===== src/rtl/branch_resolver.sv =====
// Branch resolution unit: evaluates MIPS branch conditions, waits for the
// delay slot to issue, then pulses redirect/link-write; keeps saturating stats.
module branch_resolver #(
    parameter int WIDTH     = 32,
    parameter int CNT_WIDTH = 16
) (
    input  logic                 clk,
    input  logic                 reset,
    input  logic                 stall,
    input  logic                 flush,
    input  logic                 br_valid,
    output logic                 br_ready,
    input  logic [5:0]           op,
    input  logic [4:0]           rt,
    input  logic [WIDTH-1:0]     a,
    input  logic [WIDTH-1:0]     b,
    input  logic [WIDTH-1:0]     pc,
    input  logic [15:0]          imm,
    input  logic                 slot_issued,
    output logic                 redirect,
    output logic [WIDTH-1:0]     redirect_pc,
    output logic                 link_we,
    output logic [WIDTH-1:0]     link_data,
    output logic [CNT_WIDTH-1:0] branch_count,
    output logic [CNT_WIDTH-1:0] taken_count
);

    typedef enum logic {
        IDLE,
        SLOT
    } state_t;

    localparam int EW = (WIDTH > 18) ? WIDTH : 18;

    state_t           state;
    logic             taken_q;
    logic             link_q;
    logic             is_br;
    logic             cond;
    logic             lnk;
    logic             neg;
    logic             zero;
    logic [EW-1:0]    off;
    logic [WIDTH-1:0] target;
    logic [WIDTH-1:0] link_val;

    assign neg      = a[WIDTH-1];
    assign zero     = (a == '0);
    assign off      = EW'($signed({imm, 2'b00}));
    assign target   = pc + WIDTH'(4) + off[WIDTH-1:0];
    assign link_val = pc + WIDTH'(8);
    assign br_ready = (state == IDLE);

    always_comb begin
        is_br = 1'b0;
        cond  = 1'b0;
        lnk   = 1'b0;
        case (op)
            6'b000100: begin is_br = 1'b1; cond = (a == b);     end
            6'b000101: begin is_br = 1'b1; cond = (a != b);     end
            6'b000110: begin is_br = 1'b1; cond = neg | zero;   end
            6'b000111: begin is_br = 1'b1; cond = !neg && !zero; end
            6'b000001: begin
                case (rt)
                    5'b00000: begin is_br = 1'b1; cond = neg;  end
                    5'b00001: begin is_br = 1'b1; cond = !neg; end
                    5'b10000: begin is_br = 1'b1; cond = neg;  lnk = 1'b1; end
                    5'b10001: begin is_br = 1'b1; cond = !neg; lnk = 1'b1; end
                    default: ;
                endcase
            end
            default: ;
        endcase
    end

    always_ff @(posedge clk or posedge reset) begin
        if (reset) begin
            state        <= IDLE;
            taken_q      <= 1'b0;
            link_q       <= 1'b0;
            redirect     <= 1'b0;
            link_we      <= 1'b0;
            redirect_pc  <= '0;
            link_data    <= '0;
            branch_count <= '0;
            taken_count  <= '0;
        end else begin
            // pulses last one cycle; a stall also drops them
            redirect <= 1'b0;
            link_we  <= 1'b0;
            if (!stall) begin
                case (state)
                    IDLE: begin
                        if (br_valid && !flush && is_br) begin
                            state       <= SLOT;
                            taken_q     <= cond;
                            link_q      <= lnk;
                            redirect_pc <= target;
                            link_data   <= link_val;
                            if (branch_count != {CNT_WIDTH{1'b1}})
                                branch_count <= branch_count + 1'b1;
                            if (cond && taken_count != {CNT_WIDTH{1'b1}})
                                taken_count <= taken_count + 1'b1;
                        end
                    end
                    SLOT: begin
                        if (flush) begin
                            state <= IDLE;
                        end else if (slot_issued) begin
                            state    <= IDLE;
                            redirect <= taken_q;
                            link_we  <= link_q;
                        end
                    end
                    default: state <= IDLE;
                endcase
            end
        end
    end

endmodule


===== config.mk =====
export PLATFORM = sky130hd
export DESIGN_NAME = branch_resolver
export DESIGN_NICKNAME = d
export VERILOG_FILES = /design/src/rtl/branch_resolver.sv
export SDC_FILE = /design/constraint.sdc
export NUM_CORES = 1
export LEC_CHECK = 0
export CAP_MARGIN = 20
export CORE_AREA = 2 2 123 125
export CTS_BUF_LIST = sky130_fd_sc_hd__clkbuf_4
export DETAILED_ROUTE_END_ITERATION = 8
export DIE_AREA = 0 0 125 127
export PLACE_DENSITY_LB_ADDON = 0.25
export SLEW_MARGIN = 0
export SYNTH_ARGS = -nofsm -noshare
export SYNTH_HDL_FRONTEND = slang
export SYNTH_SLANG_ARGS = --single-unit

===== constraint.sdc =====
create_clock -name clk -period 4.16 [get_ports clk]
set_clock_uncertainty 0.1 [all_clocks]
set_input_delay 0.624 -clock clk [delete_from_list [all_inputs] [get_ports clk]]
set_output_delay 0.624 -clock clk [all_outputs]
set_load 0.05 [all_outputs]

==> results.cfg <==
[critical_path]
path_cells = clkdlybuf4s50_1 -> ha_1 -> ha_1 -> fa_1 -> a211oi_2 -> o21ai_2 -> and4_1 -> a221o_2 -> a311oi_2 -> nor4b_1 -> or3b_1
critPathSlowestCell = clkdlybuf4s50_1
critPathLaunchType = input pin
critPathMaxStageDelay_ns = 0.48
cp_top_family = adder cells
reg2regPathDepth = 7
worst-setup-path-type = input pin to flip-flop
end_kind = flip-flop
critPathMaxFanout = 5
arrival_ns = 3.76
cp.required_ns = 4.44
cpMostUsedCell = ha_1
cp.buffers_inverters = 1
cp.depth = 11

[synth]
yosysUniqueCellTypes = 62
ys_ff_latch = 99
synthSimpleGateAreaFrac_pct = 21.18
syn-cell-area_um2 = 6828
ys.flop_type = dfrtp_1
syn_inst = 751
synth_nets = 941
seq_area_frac_synth_pct = 36.28
synth_top_family_by_area = simple AND/OR/NAND/NOR gates
synth_compound_area_share_pct = 13.76
muxShareOfSynthArea_pct = 0.6597
synth_edf_count = 0
synth_xor_area_share_pct = 13.98
ys_warn_count = 0
syn_avg_cell_area_um2 = 9.092
synth_adder_area_share_pct = 11.29
synthArstFlopShare_pct = 100.0

[timing]
fin_crit_ns = 3.482
whs_ns = 0.3971
min_period_over_period_pct = 83.70
rsz0062_at_grt = no
drv_slew = 0
setup_viol = 0
slew_headroom_pct = 35.34
hold_violations = 0
setup_tns_ns = 0
tightest_slew_ns = 0.9663
fmax_ghz = 0.2872
fin_ws_ns = 0.6782

[cells_and_area]
area_delta_synth_final_pct = 37.51
layout.cells.most_common_list = clkdlybuf4s50_1, nand2_1, dfrtp_1
n_fill_cell = 1252
fin_nets = 1164
diodes = 0
drive_above_1_share_pct = 4.699
final_common_cell = clkdlybuf4s50_1

[die]
num_rows = 44
start_util_pct = 47.34
dieArea_um2 = 15880
die_w_um = 125
boundaryPins = 228
core_um2 = 14420
die_height_um = 127

[power_and_ir_drop]
ir_drop_mv = 0.2238
power_per_cell_area_nw_per_um2 = 305.5
p_leak_nw = 4.070

[cts]
cts.repair.resized = 0
cts.sinks = 99
worstSkewPairLatency_ns = 0.48
htreeDepth = 3
numCtsBuffers = 9
clockBufferDepth = 2
post_cts_buffers = 0
clk_pin_slew_ns = 0.15
postCtsHoldBufs = 0
cts_tree = built
root_buffer = clkbuf_4

[grt]
gr-total-overflow = 0
grt_pass1_vias = 6262
grt_pass1_wl_um = 31130
antenna_found_initial = 0
gr-usage-all-layers_pct = 24.36
grt_max_degree = 64

[min_path]
hold_class = flip-flop to flip-flop
worstHoldPathCells = 2

[detailed_routing]
vias_per_cell = 5.402
wl_um = 19140
drt-pass1-iter-count = 4
first_iter_violations = 352
route.detailed.drc = 0
postRouteAntennaNets = 0
wl_per_cell_um = 16.46
route.vias.total = 6283

[place]
gp_congestion = 0.9328
portBuffers = 227
place_hpwl_um = 15240
dp_slack_ns = 0.1564

[status]
status = complete, no violations

[job]
max-cap-violations = 0
## final cells by class
class / count / area [um^2] / share of cell area [%]
Multi-Input combinational cell: 612 / 4159 / 44.30
Sequential cell: 99 / 2477 / 26.39
Timing Repair Buffer: 234 / 2337 / 24.89
Tap cell: 184 / 230.2 / 2.452
Clock buffer: 10 / 75.07 / 0.7996
Inverter: 18 / 70.07 / 0.7463
Clock inverter: 6 / 40.04 / 0.4264
## stage by stage
step           std cells  area [um^2]  power, mW  utilization (%)
4_1_cts             1163         9389      2.896            65.09
6_report            1163         9389      2.869            65.09
2_1_floorplan        751         6828      1.927                -
3_3_place_gp        1147         9274      2.402            64.30
3_5_place_dp        1147         9274      2.415            64.30
5_1_grt             1163         9389      3.046            65.09
## layer usage
metal	vias up	track usage, %	part of all wire, %
li1	3122	-	-
met1	2894	28.24	40
met2	226	43.38	50
met3	41	4.899	6.3
met4	0	11.50	3.7
met5	-	0	0
## Yosys cell counts (17+ instances only)
cell type    n  share of area, %
nor3_1      17               1.2
nor2_1      42               2.3
nand3_1     29               2.1
a21oi_1     20               1.5
inv_1       18              0.99
o21ai_0     67               4.9
ha_1        60                11
xnor2_1     63               8.1
nand4_1     25               2.3
xor2_1      46               5.9
nand2_1    113               6.2
dfrtp_1     99                36
## power breakdown
| group | leakage, nW | internal [mW] | switching (mW) |
|---|---|---|---|
| logic | 2.68 | 0.502 | 0.766 |
| registers | 1.33 | 1.06 | 0.0638 |
| clock network | 0.0585 | 0.130 | 0.342 |
## flip-flops by register name, summed over array words and instances (netlist names)
register	flops
taken_q	1
taken_count	16
redirect_pc	32
link_q	1
state	1
link_we	1
link_data	30
redirect	1
branch_count	16
## logic make-up (layout without fill, tap and decap cells)
logic type	count (synthesis)	count (layout)
AND/OR/NAND/NOR	291	291
AO/OA/AOI/OAI	147	147
XOR/XNOR	109	109
flip-flops	99	99
adder cells (fa/ha/maj)	61	61
buffers and inverters	40	268
multiplexers	4	4
## final timing paths
path | slack, ns | start | endpoint
max | 0.68 | pc[3] | redirect_pc[29]
min | 0.40 | link_data[19] | link_data[19]
min in group asynchronous | 0.54 | reset | link_q
max in group asynchronous | 2.70 | reset | link_data[18]
min reg2reg | 0.40 | link_data[19] | link_data[19]
max reg2reg | 1.57 | state | branch_count[15]
## tightest hold or removal path, delay by kind of cell, from the launching register on
kind	cells	cell delay (ns)
simple gates	1	0.05
compound gates	1	0.06
flops	1	0.37
(Power assumes the default switching activity.)
